==> config.mk <==
export PLATFORM = sky130hd
export DESIGN_NAME = mio_bus_ctrl_flat
export DESIGN_NICKNAME = d
export VERILOG_FILES = /design/src/rtl/mio_bus_ctrl_if.sv /design/src/rtl/mio_bus_ctrl.sv /design/src/flat_wrapper.sv
export SDC_FILE = /design/constraint.sdc
export NUM_CORES = 1
export LEC_CHECK = 0
export ABC_AREA = 0
export ABC_CLOCK_PERIOD_IN_PS = 2300
export BUFFER_PORTS_ARGS = -buffer_cell sky130_fd_sc_hd__buf_2
export CAP_MARGIN = 10
export CELL_PAD_IN_SITES_DETAIL_PLACEMENT = 1
export CELL_PAD_IN_SITES_GLOBAL_PLACEMENT = 2
export CORE_UTILIZATION = 27
export DETAILED_ROUTE_END_ITERATION = 8
export PLACE_DENSITY_LB_ADDON = 0.1
export SLEW_MARGIN = 5
export SYNTH_ARGS = -nofsm -noshare
export SYNTH_HDL_FRONTEND = slang
export SYNTH_SLANG_ARGS = --single-unit
==> constraint.sdc <==
create_clock -name clk -period 2.3 [get_ports clk]
set_clock_uncertainty 0.1 [all_clocks]
set_input_delay 0.115 -clock clk [delete_from_list [all_inputs] [get_ports clk]]
set_output_delay 0.115 -clock clk [all_outputs]
set_load 0.03 [all_outputs]
==> src/rtl/mio_bus_ctrl_if.sv <==
// ---------------------------------------------------------------------------
// mio_bus_ctrl_if
//   Bundles every bus signal around the memory/IO controller: the CPU
//   data-side request, the synchronous data RAM port, the peripheral
//   req/ack bus and the sticky error flag with its clear.
//
//   Handshakes:
//     CPU side: cpu_mio is level-held by the CPU until it sees mio_ready;
//     mio_ready is a one-cycle completion pulse and cpu_rdata is valid
//     while it is high.
//     Peripheral side: per_req is held (with per_we/per_addr/per_wdata
//     stable) until per_ack is sampled high or the controller times out;
//     per_ack is only looked at while per_req is high.
//
//   Modports:
//     slave  - the controller (mio_bus_ctrl)
//     master - the surrounding system: CPU, RAM and peripheral models
// ---------------------------------------------------------------------------
interface mio_bus_ctrl_if #(
  parameter int RAM_AW = 10
);
  // CPU request / completion
  logic              cpu_en;
  logic              cpu_mio;
  logic              cpu_we;
  logic [31:0]       cpu_addr;
  logic [31:0]       cpu_wdata;
  logic [31:0]       cpu_rdata;
  logic              mio_ready;
  // Data RAM port
  logic              ram_en;
  logic              ram_we;
  logic [RAM_AW-1:0] ram_addr;
  logic [31:0]       ram_wdata;
  logic [31:0]       ram_rdata;
  // Peripheral bus
  logic              per_req;
  logic              per_we;
  logic [31:0]       per_addr;
  logic [31:0]       per_wdata;
  logic [31:0]       per_rdata;
  logic              per_ack;
  // Error flag
  logic              bus_err;
  logic              err_clr;

  modport slave (
    input  cpu_en, cpu_mio, cpu_we, cpu_addr, cpu_wdata,
    output cpu_rdata, mio_ready,
    output ram_en, ram_we, ram_addr, ram_wdata,
    input  ram_rdata,
    output per_req, per_we, per_addr, per_wdata,
    input  per_rdata, per_ack,
    output bus_err,
    input  err_clr
  );

  modport master (
    output cpu_en, cpu_mio, cpu_we, cpu_addr, cpu_wdata,
    input  cpu_rdata, mio_ready,
    input  ram_en, ram_we, ram_addr, ram_wdata,
    output ram_rdata,
    input  per_req, per_we, per_addr, per_wdata,
    output per_rdata, per_ack,
    input  bus_err,
    output err_clr
  );
endinterface

==> src/rtl/mio_bus_ctrl.sv <==
// ---------------------------------------------------------------------------
// mio_bus_ctrl
//   Memory/IO bus controller behind the CPU MEM stage. Each accepted CPU
//   access is decoded on addr[31:28]: values >= PER_HI go to the peripheral
//   bus, everything else to the data RAM.
//     RAM write : accept -> RAM_ACC -> DONE             (mio_ready 2 cycles after accept)
//     RAM read  : accept -> RAM_ACC -> RAM_WAIT -> DONE (mio_ready 3 cycles after accept)
//     Peripheral: accept -> PER_ACC (until ack/timeout) -> DONE
//   A peripheral that does not ack within TIMEOUT cycles completes the
//   access with ERR_DATA and sets the sticky bus_err flag.
//
// Ports
//   clk       : system clock, rising edge
//   rst       : asynchronous active-low reset
//   bus       : mio_bus_ctrl_if.slave (CPU, RAM, peripheral, error signals)
//   state_dbg : current FSM state (IDLE=0, RAM_ACC=1, RAM_WAIT=2, PER_ACC=3, DONE=4)
//
// All bus outputs are registered.
// ---------------------------------------------------------------------------
module mio_bus_ctrl #(
  parameter int          RAM_AW   = 10,
  parameter logic [3:0]  PER_HI   = 4'hE,
  parameter int          TIMEOUT  = 16,
  parameter logic [31:0] ERR_DATA = 32'hDEAD_BEEF
) (
  input  logic                 clk,
  input  logic                 rst,
  mio_bus_ctrl_if.slave        bus,
  output logic [2:0]           state_dbg
);

  localparam int CNT_W = (TIMEOUT > 2) ? $clog2(TIMEOUT) : 1;
  localparam logic [CNT_W-1:0] CNT_LAST = CNT_W'(TIMEOUT - 1);

  typedef enum logic [2:0] {
    IDLE     = 3'd0,
    RAM_ACC  = 3'd1,
    RAM_WAIT = 3'd2,
    PER_ACC  = 3'd3,
    DONE     = 3'd4
  } state_t;

  state_t           state;
  logic [CNT_W-1:0] tmoCnt;
  logic             isPer;

  assign isPer     = (bus.cpu_addr[31:28] >= PER_HI);
  assign state_dbg = state;

  always_ff @(posedge clk or negedge rst) begin
    if (!rst) begin
      state         <= IDLE;
      tmoCnt        <= '0;
      bus.mio_ready <= 1'b0;
      bus.cpu_rdata <= '0;
      bus.ram_en    <= 1'b0;
      bus.ram_we    <= 1'b0;
      bus.ram_addr  <= '0;
      bus.ram_wdata <= '0;
      bus.per_req   <= 1'b0;
      bus.per_we    <= 1'b0;
      bus.per_addr  <= '0;
      bus.per_wdata <= '0;
      bus.bus_err   <= 1'b0;
    end else begin
      // mio_ready is a pulse: only the transition into DONE raises it.
      bus.mio_ready <= 1'b0;

      // Clear first; a timeout below re-sets the flag in the same cycle,
      // so a coincident set wins over err_clr.
      if (bus.err_clr) begin
        bus.bus_err <= 1'b0;
      end

      case (state)
        IDLE: begin
          if (bus.cpu_mio && bus.cpu_en) begin
            if (isPer) begin
              bus.per_req   <= 1'b1;
              bus.per_we    <= bus.cpu_we;
              bus.per_addr  <= bus.cpu_addr;
              bus.per_wdata <= bus.cpu_wdata;
              tmoCnt        <= '0;
              state         <= PER_ACC;
            end else begin
              bus.ram_en    <= 1'b1;
              bus.ram_we    <= bus.cpu_we;
              bus.ram_addr  <= bus.cpu_addr[RAM_AW+1:2];
              bus.ram_wdata <= bus.cpu_wdata;
              state         <= RAM_ACC;
            end
          end
        end

        RAM_ACC: begin
          // The RAM samples its port on this edge; a write is then done,
          // a read needs one more cycle for the RAM's output register.
          bus.ram_en <= 1'b0;
          bus.ram_we <= 1'b0;
          if (bus.ram_we) begin
            bus.mio_ready <= 1'b1;
            state         <= DONE;
          end else begin
            state <= RAM_WAIT;
          end
        end

        RAM_WAIT: begin
          bus.cpu_rdata <= bus.ram_rdata;
          bus.mio_ready <= 1'b1;
          state         <= DONE;
        end

        PER_ACC: begin
          // Ack is checked before the timeout so an ack on the last
          // allowed cycle still completes normally.
          if (bus.per_ack) begin
            if (!bus.per_we) begin
              bus.cpu_rdata <= bus.per_rdata;
            end
            bus.per_req   <= 1'b0;
            bus.per_we    <= 1'b0;
            bus.mio_ready <= 1'b1;
            state         <= DONE;
          end else if (tmoCnt == CNT_LAST) begin
            bus.cpu_rdata <= ERR_DATA;
            bus.bus_err   <= 1'b1;
            bus.per_req   <= 1'b0;
            bus.per_we    <= 1'b0;
            bus.mio_ready <= 1'b1;
            state         <= DONE;
          end else begin
            tmoCnt <= tmoCnt + 1'b1;
          end
        end

        DONE: begin
          state <= IDLE;
        end

        default: begin
          state <= IDLE;
        end
      endcase
    end
  end

endmodule

==> src/flat_wrapper.sv <==
// flat-port wrapper written by rule: the top's interface ports become plain ports
module mio_bus_ctrl_flat 
#(
  parameter int          RAM_AW   = 10,
  parameter logic [3:0]  PER_HI   = 4'hE,
  parameter int          TIMEOUT  = 16,
  parameter logic [31:0] ERR_DATA = 32'hDEAD_BEEF
)
  (clk, rst, state_dbg, bus_cpu_en, bus_cpu_mio, bus_cpu_we, bus_cpu_addr, bus_cpu_wdata, bus_cpu_rdata, bus_mio_ready, bus_ram_en, bus_ram_we, bus_ram_addr, bus_ram_wdata, bus_ram_rdata, bus_per_req, bus_per_we, bus_per_addr, bus_per_wdata, bus_per_rdata, bus_per_ack, bus_bus_err, bus_err_clr);
  mio_bus_ctrl_if #(.RAM_AW(RAM_AW)) bus_i ();
  input  logic clk;
  input  logic rst;
  output logic [2:0] state_dbg;
  input wire logic [$bits(bus_i.cpu_en)-1:0] bus_cpu_en;
  input wire logic [$bits(bus_i.cpu_mio)-1:0] bus_cpu_mio;
  input wire logic [$bits(bus_i.cpu_we)-1:0] bus_cpu_we;
  input wire logic [$bits(bus_i.cpu_addr)-1:0] bus_cpu_addr;
  input wire logic [$bits(bus_i.cpu_wdata)-1:0] bus_cpu_wdata;
  output wire logic [$bits(bus_i.cpu_rdata)-1:0] bus_cpu_rdata;
  output wire logic [$bits(bus_i.mio_ready)-1:0] bus_mio_ready;
  output wire logic [$bits(bus_i.ram_en)-1:0] bus_ram_en;
  output wire logic [$bits(bus_i.ram_we)-1:0] bus_ram_we;
  output wire logic [$bits(bus_i.ram_addr)-1:0] bus_ram_addr;
  output wire logic [$bits(bus_i.ram_wdata)-1:0] bus_ram_wdata;
  input wire logic [$bits(bus_i.ram_rdata)-1:0] bus_ram_rdata;
  output wire logic [$bits(bus_i.per_req)-1:0] bus_per_req;
  output wire logic [$bits(bus_i.per_we)-1:0] bus_per_we;
  output wire logic [$bits(bus_i.per_addr)-1:0] bus_per_addr;
  output wire logic [$bits(bus_i.per_wdata)-1:0] bus_per_wdata;
  input wire logic [$bits(bus_i.per_rdata)-1:0] bus_per_rdata;
  input wire logic [$bits(bus_i.per_ack)-1:0] bus_per_ack;
  output wire logic [$bits(bus_i.bus_err)-1:0] bus_bus_err;
  input wire logic [$bits(bus_i.err_clr)-1:0] bus_err_clr;
  assign bus_i.cpu_en = bus_cpu_en;
  assign bus_i.cpu_mio = bus_cpu_mio;
  assign bus_i.cpu_we = bus_cpu_we;
  assign bus_i.cpu_addr = bus_cpu_addr;
  assign bus_i.cpu_wdata = bus_cpu_wdata;
  assign bus_cpu_rdata = bus_i.cpu_rdata;
  assign bus_mio_ready = bus_i.mio_ready;
  assign bus_ram_en = bus_i.ram_en;
  assign bus_ram_we = bus_i.ram_we;
  assign bus_ram_addr = bus_i.ram_addr;
  assign bus_ram_wdata = bus_i.ram_wdata;
  assign bus_i.ram_rdata = bus_ram_rdata;
  assign bus_per_req = bus_i.per_req;
  assign bus_per_we = bus_i.per_we;
  assign bus_per_addr = bus_i.per_addr;
  assign bus_per_wdata = bus_i.per_wdata;
  assign bus_i.per_rdata = bus_per_rdata;
  assign bus_i.per_ack = bus_per_ack;
  assign bus_bus_err = bus_i.bus_err;
  assign bus_i.err_clr = bus_err_clr;
  mio_bus_ctrl #(.RAM_AW(RAM_AW), .PER_HI(PER_HI), .TIMEOUT(TIMEOUT), .ERR_DATA(ERR_DATA)) u_core (.clk(clk), .rst(rst), .bus(bus_i), .state_dbg(state_dbg));
endmodule
Yosys cells after proc, flatten, opt, wreduce, memory -nomap -nowiden

Index checks and enable logic that the tools add are counted.

Register bits after elaboration: 151
Input port bits: 135
Output and inout port bits: 147
Logic and storage cells: 76

$add $sub $neg: 1
Order comparisons: 1
Equal/unequal tests: 11
Muxes and demuxes: 37
Bitwise operators: 1
Reduce and logical (&&, ||, !) cells: 12

Operator list:

| kind                                                             | count |
|---|---|
| 32-bit 2-to-1 mux                                                | 3 |
| 32-bit case mux with 2 select lines                              | 1 |
| 1-bit 2-to-1 mux                                                 | 17 |
| 4-bit 2-to-1 mux                                                 | 4 |
| 3-bit 2-to-1 mux                                                 | 4 |
| 3-bit case mux with 4 select lines                               | 1 |
| 3-bit AND reduction                                              | 4 |
| 1-bit case mux with 2 select lines                               | 4 |
| 4-bit case mux with 2 select lines                               | 1 |
| 3-bit by 2-bit == test with 1-bit output (second input constant) | 2 |
| 2-bit != test (second input constant)                            | 3 |
| 2-bit nonzero test                                               | 3 |
| 5-bit AND reduction                                              | 1 |
| 4-bit by 1-bit adder with 4-bit output (second input constant)   | 1 |
| 4-bit == test (second input constant)                            | 1 |
| 4-bit greater-or-equal comparator (second input constant)        | 1 |
| 2-bit by 1-bit != test with 1-bit output (second input constant) | 2 |
| 4-bit AND reduction                                              | 1 |
| 3-bit by 1-bit == test with 1-bit output (second input constant) | 1 |
| 3-bit logical NOT                                                | 1 |
| 3-bit by 2-bit != test with 1-bit output (second input constant) | 1 |
| 3-bit != test (second input constant)                            | 1 |
| 1-bit case mux with 3 select lines                               | 1 |
| 2-bit 2-to-1 mux                                                 | 1 |
| other kinds (3)                                                  | 3 |

Logic depth before layout (Yosys ltp)

Gate-level depths: netlist of run 1.

Depth after elaboration: 4
Depth in mapped cells: 7
Depth with buffers taken out: 5

Worst setup path after synthesis of run 1

OpenSTA, ideal clock, no wires.

Path type: reg-to-reg
Start point: register u_core.state[2] (netlist: u_core.state_dbg[2])
End point: register u_core.bus.per_addr[10]
Library setup time: 0.125 ns
Arrival time: 1.985 ns
Required time: 2.075 ns
Slack: 0.090 ns
Stages on the path, launching flop included: 6
Buffers on the path: 2
Period minus slack after synthesis: 2.210 ns
Cells stage by stage: dfrtp_1 -> or2_1 -> buf_6 -> nor4_4 -> buf_6 -> mux2_2

Cells in the longest elaborated chain, start to end: 2

Ends and longest elaborated chain:

| item                                 | RTL line              | source |
|---|---|---|
| start: declaration                   | mio_bus_ctrl.sv:43    | `state_t state;` |
| start signal: assignment             | mio_bus_ctrl.sv:52    | `state <= IDLE;` |
| start signal: assignment             | mio_bus_ctrl.sv:84    | `state <= PER_ACC;` |
| start signal: assignment             | mio_bus_ctrl.sv:90    | `state <= RAM_ACC;` |
| 3-bit logical NOT                    | mio_bus_ctrl.sv:75    | `case (state)` |
| 3-bit AND reduction (no source line) | --                    |  |
| end signal: assignment               | mio_bus_ctrl.sv:81    | `bus.per_addr <= bus.cpu_addr;` |
| end: declaration                     | mio_bus_ctrl_if.sv:52 | `output per_req, per_we, per_addr, per_wdata,` |

Every way passes these cells.
A chain may end at the register's enable or synchronous reset.

Final worst setup path of run 1

Start point: register u_core.state[0] (netlist: u_core.state_dbg[0])
End point: register u_core.bus.cpu_rdata[22]

Cells in the longest elaborated chain, start to end: 3
Elaborated cells between the ends (all ways): 7
Those cells by class: eq/ne: 4; mux: 1; reduce/logical: 2

Ends and longest elaborated chain:

| item                                                   | RTL line              | source |
|---|---|---|
| 3-bit by 2-bit == test with 1-bit output               | mio_bus_ctrl.sv:75    |  |
| 3-bit != test (no source line) (tied with other cells) | --                    |  |
| 3-bit AND reduction (no source line)                   | --                    |  |
| end signal: assignment                                 | mio_bus_ctrl.sv:109   | `bus.cpu_rdata <= bus.ram_rdata;` |
| end signal: assignment                                 | mio_bus_ctrl.sv:119   | `bus.cpu_rdata <= bus.per_rdata;` |
| end: declaration                                       | mio_bus_ctrl_if.sv:49 | `output cpu_rdata, mio_ready,` |

Parallel ways exist; a longest one is shown, timed or not.

==> impl_summary.log, run 1 <==
[metrics] cell count of the worst hold path: 4
[metrics] overall fraction of global-route tracks in use: 0.168
[metrics] post-route design area: 0.00949 mm^2
[metrics] total clock buffers created by CTS: 17
[metrics] number of synthesized flops with an enable pin: 0
[metrics] total core area: 0.0221 mm^2
[metrics] post-synthesis cell type count: 33
[metrics] Synthesis Warnings: 0
[metrics] critical-path maximum fanout: 24
[metrics] placed cell areas: 0.00787 mm^2
[metrics] Synth Area in XOR/XNOR: 0
[metrics] Req. time, crit path: 2.50 ns
[metrics] count of TritonRoute iterations in the first routing pass: 4
[metrics] via/cell ratio: approximately 4.5
[metrics] number of cells traversed by the worst register-to-register path: 7
[metrics] power density over the cells: 1400 mW/mm^2
[metrics] sum of overflow across all layers after global routing: 0
[metrics] maximum frequency from static timing analysis: 0.462 GHz
[metrics] worst setup slack after layout: 0.137 ns
[metrics] Rows: 54
[metrics] buffer type at the clock tree root: sky130_fd_sc_hd__clkbuf_16
[metrics] largest family of logic cells by synthesized area: multiplexers
[metrics] I/O pin total: between 200 and 300
[metrics] die boundary height: 153 um
[metrics] area overhead of the layout relative to synthesis: 54.3%
[metrics] flop and latch count out of synthesis: 151
[metrics] Starting Density: 0.278
[metrics] clock latency on the worst-skew pair: 0.42 ns
[metrics] proportion of synthesized area in mux cells: 0.190
[metrics] clock sink total: 151
[metrics] pin count of the biggest net entering global routing: 72
[metrics] max-slew violation total from the final report: 0
[metrics] Mapped Cells: 465
[metrics] final clock period utilization by the worst path: 0.940
[metrics] share of synthesized area occupied by flip-flops and latches: 0.614
[metrics] worst min-delay path category: in2reg
[metrics] worst slew margin relative to its limit: 0.649
[metrics] net count after synthesis: 601
[metrics] WHS: about 0.009 ns
[metrics] area fraction in and, or, nand and nor cells after synthesis: 0.0940
[metrics] DRT antenna net count: 0
[metrics] share of post-route cells with drive strength above 1: 0.506
[metrics] final critical-path required period: 2.16 ns
[metrics] DP HPWL: 13,500 um
[metrics] synthesized-area fraction occupied by ao, oa, aoi and oai cells: 0.0663
[metrics] Bufs on Longest Clock Path: 2
[metrics] dpl ws: roughly 0.17 ns
[metrics] TritonCTS clock tree: yes
[metrics] Netlist Area Pre-Place: 0.00615 mm^2
[metrics] net total in the final layout: 985
[metrics] leading cell types by count after synthesis: sky130_fd_sc_hd__dfrtp_1 (151), sky130_fd_sc_hd__mux2_2 (103), sky130_fd_sc_hd__o21ai_0 (62)
[metrics] Worst EP arrival: 2.36 ns
[metrics] Critical Path Slowest Stage Cell: sky130_fd_sc_hd__dlygate4sd3_1
[metrics] most frequent cell after synthesis: sky130_fd_sc_hd__dfrtp_1
[metrics] IR Drop Worst-Case VDD: 0.000707 V
[metrics] unrepaired setup endpoints after global routing: false
[metrics] Worst-path clk slew: about 0.070 ns
[metrics] Setup Crit Path Kind: reg2reg
[metrics] adder and majority cell fraction of the synthesized area: 0.00203
[metrics] full die area: 0.0234 mm^2
[metrics] buffers inserted during post-CTS setup optimization: 0
[metrics] share of Yosys cell area claimed by the top area cell type: 0.614
[metrics] antenna violations before repair: 0
[metrics] port buffer count: ~280
[metrics] type of element capturing the critical path: register
[metrics] Crit path largest cell delay: 0.56 ns
[metrics] most area-consuming cells after synthesis: sky130_fd_sc_hd__dfrtp_1 (61%), sky130_fd_sc_hd__mux2_2 (19%), sky130_fd_sc_hd__o21ai_0 (5.0%), sky130_fd_sc_hd__nand3b_1 (3.2%), sky130_fd_sc_hd__nand2_1 (2.4%)
[metrics] H-Tree Depth: 4
[metrics] cell taking the most area after synthesis: sky130_fd_sc_hd__dfrtp_1
[metrics] number of design rule violations left after detail routing: 0
[metrics] final count of hold timing violations: 0
[metrics] static leakage: ~0.0046 uW
[metrics] total power of the final layout: 13,200 uW
[metrics] result of the run: finished clean
[metrics] max-cap violation count: 0
[metrics] worst setup slack for register-to-register paths: 0.14 ns
[metrics] sum of negative setup slack: 0 ns
[metrics] dominant synthesized flop cell: sky130_fd_sc_hd__dfrtp_1
[metrics] DRT iter0 DRCs: about 160
[metrics] width of the chip: 153 um
[metrics] Final setup violation count: 0
[metrics] mean instance size in the synthesized netlist: 13.2 um^2
[metrics] Async S/R FF share, synth: 1.00
[metrics] Routed WL: approximately 19,000 um
[metrics] vias in the first global route: 5,575
[metrics] first-pass GRT wire length: 30,600 um
[metrics] detailed-route via count: 5,143
[metrics] transition time at the pin with the least slew margin: about 0.53 ns
[metrics] startpoint type of the worst setup path: register
[metrics] average routed wire per standard cell: about 17 um
[metrics] Routability Congestion: 0.750
[metrics] CP cell instances: buf_4 -> and3b_2 -> buf_6 -> and3_1 -> a21oi_1 -> dlygate4sd3_1 -> o21ai_0
==> where the power goes <==
group / total [uW] / switching, uW / internal (uW)
registers: 4520 / 629 / 3890
logic: 6050 / 4010 / 2040
clock network: 2670 / 1240 / 1430
==> kinds of logic after synthesis <==
kind of cell               Yosys count
buffers and inverters               33
adders and majority gates            1
and+or+nand+nor                     98
AOI/OAI and AO/OA                   78
DFF                                151
muxes                              104
==> worst max-delay path, delay by kind of cell, from the launching register on <==
kind	cells	cell delay, ns
flops	1	0.44
buf+inv	3	0.91
compound gates	2	0.18
simple gates	2	0.42
==> per-stage QoR <==
stage / cells / util
final: 1143 / 0.430
after global routing: 1142 / 0.429
after CTS: 1142 / 0.429
after detailed placement: 1005 / 0.356
after global placement: 1005 / 0.356
after floorplan: 465 / -
==> cells in the final DEF, fill, tap and decap left out, types with 2 or more instances in the layout <==
master and instances:
sky130_fd_sc_hd__inv_6 3, sky130_fd_sc_hd__clkbuf_16 17, sky130_fd_sc_hd__nand2b_1 2, sky130_fd_sc_hd__or2_2 4
sky130_fd_sc_hd__clkinvlp_4 2, sky130_fd_sc_hd__nand2_1 39, sky130_fd_sc_hd__clkinv_2 3, sky130_fd_sc_hd__o21ai_0 62
sky130_fd_sc_hd__dfrtp_1 150, sky130_fd_sc_hd__nand3b_1 26, sky130_fd_sc_hd__inv_8 5, sky130_fd_sc_hd__buf_6 3
sky130_fd_sc_hd__mux2_2 103, sky130_fd_sc_hd__nand3_1 3, sky130_fd_sc_hd__buf_12 5, sky130_fd_sc_hd__nor3_1 4
sky130_fd_sc_hd__dlygate4sd3_1 105, sky130_fd_sc_hd__inv_1 3, sky130_fd_sc_hd__and3_1 8, sky130_fd_sc_hd__buf_4 2
sky130_fd_sc_hd__buf_2 280, sky130_fd_sc_hd__and4b_1 3, sky130_fd_sc_hd__a21oi_1 11
==> metal layers <==
metal	routed length (um)	vias up	GRT usage
met5	0	-	0
met1	7800	2526	0.200
li1	-	2415	-
met4	428	0	0.0664
met3	1110	26	0.0417
met2	9650	176	0.292
==> final cells by class <==
cell class	count	area, um^2
clock buffers	17	425
fillers	2461	12600
repair buffers	395	2600
multi-input cells	281	2180
well taps	280	350
flip-flops and latches	151	3780
inverters	3	11.3
diodes	1	2.50
clock inverters	15	138
==> flip-flops by register name, summed over array words and instances, names as in the netlist <==
name,count
u_core.bus.per_addr,32
u_core.bus.per_we,1
u_core.state_dbg,3
u_core.bus.mio_ready,1
u_core.bus.ram_we,1
u_core.bus.ram_wdata,32
u_core.bus.bus_err,1
u_core.bus.per_req,1
u_core.tmoCnt,4
u_core.bus.per_wdata,32
u_core.bus.cpu_rdata,32
u_core.bus.ram_en,1
u_core.bus.ram_addr,10
==> final timing paths <==
check                                           end                    start
min                        u_core.bus.cpu_rdata[21]        bus_per_rdata[21]
min reg2reg                 u_core.bus.per_addr[29]  u_core.bus.per_addr[29]
max in group asynchronous       u_core.state_dbg[1]                      rst
max                        u_core.bus.cpu_rdata[22]      u_core.state_dbg[0]
min in group asynchronous   u_core.bus.per_addr[16]                      rst
max reg2reg                u_core.bus.cpu_rdata[22]      u_core.state_dbg[0]
==> repair_timing <==
| action | in CTS | in global routing |
|---|---|---|
| hold endpoints to repair | 191 | 0 |
| gates resized for setup | 0 | 3 |
| setup endpoints to repair | 0 | 5 |
| hold buffers | 105 | 0 |
(Power assumes the default switching activity.)
==> inputs of run 2 (changes only) <==
- BUFFER_PORTS_ARGS: -buffer_cell sky130_fd_sc_hd__buf_2 -> unset
- DONT_BUFFER_PORTS: unset -> 1
- PLACE_DENSITY: unset -> 0.56
- PLACE_DENSITY_LB_ADDON: 0.1 -> unset
- SLEW_MARGIN: 5 -> unset
==> run 2 against run 1 <==
Effect of this change: the flow now finishes with violations (negative hold slack); hold slack got worse by 0.72 ns; routed wire length decreased by 7.7%; setup slack got worse by 0.086 ns; total power decreased by 7.3%; sequential power increased by 62%; combinational power decreased by 66%; die area unchanged; clock power increased by 8.6%; count of clock-buffer cells in the layout increased by 1; sequential share of layout area increased by 5.2 points; critical path depth unchanged; non-clock buffer count decreased by 254; largest cell class unchanged.
==> impl_summary.log, run 2 (synthesis results as in run 1) <==
[metrics] critical-path maximum fanout: 28
[metrics] Routed WL: 17,500 um
[metrics] sum of negative setup slack: 0 ns
[metrics] max-cap violation count: 0
[metrics] Placed Instances: 723
[metrics] Critical Path Slowest Stage Cell: sky130_fd_sc_hd__dlygate4sd3_1
[metrics] GR Util met2: 0.256
[metrics] power density over the cells: 1460 mW/mm^2
[metrics] number of buffers added to fix hold violations after cts: 130
[metrics] DRT iter0 DRCs: ~200
[metrics] total clock buffers created by CTS: 17
[metrics] clock latency on the worst-skew pair: between 0.4 and 0.5 ns
[metrics] GRT Max-Usage Layer: met2
[metrics] type of element capturing the critical path: register
[metrics] Worst EP arrival: 2.44 ns
[metrics] detailed-route via count: 4,253
[metrics] buffers and inverters on the worst path: 3
[metrics] Routability Congestion: 0.724
[metrics] CP cell instances: buf_4 -> and3b_2 -> buf_12 -> and3_1 -> a21oi_1 -> dlygate4sd3_1 -> o21ai_0
[metrics] Final setup violation count: 0
[metrics] full die area: 0.0234 mm^2
[metrics] via/cell ratio: ~4.8
[metrics] Rows: 54
[metrics] Req. time, crit path: 2.49 ns
[metrics] pin count of the biggest net entering global routing: roughly 150
[metrics] vias in the first global route: 4,715
[metrics] H-Tree Depth: 4
[metrics] DP HPWL: 10,600 um
[metrics] static leakage: 0.00358 uW
[metrics] total power of the final layout: 12,300 uW
[metrics] startpoint type of the worst setup path: register
[metrics] Worst-path clk slew: 0.07 ns
[metrics] antenna violations before repair: 0
[metrics] net total in the final layout: 731
[metrics] total core area: approximately 0.022 mm^2
[metrics] overall fraction of global-route tracks in use: 0.150
[metrics] commonest non-fill, non-tap cell in the layout: sky130_fd_sc_hd__dfrtp_1
[metrics] buffer type at the clock tree root: sky130_fd_sc_hd__clkbuf_16
[metrics] global routing usage on met3: 0.0627
[metrics] Starting Density: 0.278
[metrics] met1 Track Usage GR: 0.169
[metrics] max-slew violation total from the final report: 0
[metrics] Setup Crit Path Kind: reg2reg
[metrics] width of the chip: 153 um
[metrics] DRT antenna net count: 0
[metrics] worst slew margin relative to its limit: 0.441
[metrics] WHS: -0.712 ns
[metrics] number of standard cells in the final layout excluding fillers: between 800 and 900
[metrics] clock sink total: 151
[metrics] Bufs on Longest Clock Path: 2
[metrics] first-pass GRT wire length: approximately 27,000 um
[metrics] unrepaired setup endpoints after global routing: true
[metrics] final count of hold timing violations: 151
[metrics] highest-count cells in the layout ignoring fill and taps: sky130_fd_sc_hd__dfrtp_1 (150), sky130_fd_sc_hd__dlygate4sd3_1 (130), sky130_fd_sc_hd__mux2_2 (103)
[metrics] worst min-delay path category: in2async
[metrics] diodes inserted: 0
[metrics] Layout fillers: 2,321
[metrics] I/O pin total: 282
[metrics] cell family contributing the most delay on the critical path: buffers and inverters
[metrics] result of the run: finished, violations left
[metrics] count of TritonRoute iterations in the first routing pass: 4
[metrics] area overhead of the layout relative to synthesis: 36.4%
[metrics] TritonCTS clock tree: yes
[metrics] average routed wire per standard cell: 19.7 um
[metrics] IR Drop Worst-Case VDD: around 0.00063 V
[metrics] port buffer count: 0
[metrics] sum of overflow across all layers after global routing: 0
[metrics] share of post-route cells with drive strength above 1: 0.258
[metrics] number of design rule violations left after detail routing: 0
[metrics] Crit path largest cell delay: 0.60 ns
[metrics] violated checks: negative hold slack
[metrics] die boundary height: between 150 and 200 um
[metrics] transition time at the pin with the least slew margin: about 0.84 ns
[metrics] final critical-path required period: ~2.2 ns
[metrics] final clock period utilization by the worst path: 0.978
[metrics] maximum frequency from static timing analysis: 0.445 GHz
==> run 2: stage by stage <==
stage | util | hold WS [ns] | worst slack, ns | area, um^2
floorplan | - | -0.281 | 0.0898 | 6150
global placement | 0.291 | -0.276 | 0.294 | 6430
detailed placement | 0.291 | -0.277 | 0.206 | 6430
CTS | 0.378 | -0.740 | 0.00410 | 8350
global route | 0.380 | -0.747 | -0.0575 | 8390
finish | 0.380 | -0.712 | 0.0510 | 8390
==> run 2: final cells by class <==
class,instances,area (um^2),share of cell area
multi-input combinational,281,2190,0.261
sequential,151,3780,0.450
clock buffer,18,429,0.0511
clock inverter,14,183,0.0218
inverter,3,11.3,0.00134
tap,280,350,0.0418
timing repair buffer,141,1450,0.173
==> run 2: worst paths after layout <==
path | slack [ns] | end | depth (start not counted) | start
min reg2reg | 0.44 | u_core.tmoCnt[0] | 1 | u_core.tmoCnt[0]
min | -0.71 | u_core.bus.per_addr[20] | 0 | rst
max in group asynchronous | 2.59 | u_core.bus.ram_wdata[17] | 0 | rst
max | 0.05 | u_core.bus.cpu_rdata[22] | 7 | u_core.state_dbg[1]
min in group clk | 0.03 | u_core.tmoCnt[1] | 3 | bus_per_ack
max reg2reg | 0.05 | u_core.bus.cpu_rdata[22] | 7 | u_core.state_dbg[1]
==> run 2: timing repair <==
action                                  4_1_cts  5_1_grt
resized for setup                             0       13
endpoints found under the hold margin       293      151
endpoints found under the setup margin        0       26
setup buffers                                 0        2
==> run 2: metal layers <==
metal / routed length [um] / vias up / share of wire
met5: 0 / - / 0
met4: 234 / 0 / 0.013
met3: 1650 / 15 / 0.094
met2: 8800 / 198 / 0.50
met1: 6860 / 2137 / 0.39
li1: - / 1903 / -
==> run 2: report_power, final <==
part           switching [uW]  leakage, uW  total, uW  internal (uW)
registers                3450      0.00187       7310           3860
clock network            1240     0.000301       2900           1660
logic                     863      0.00142       2070           1210
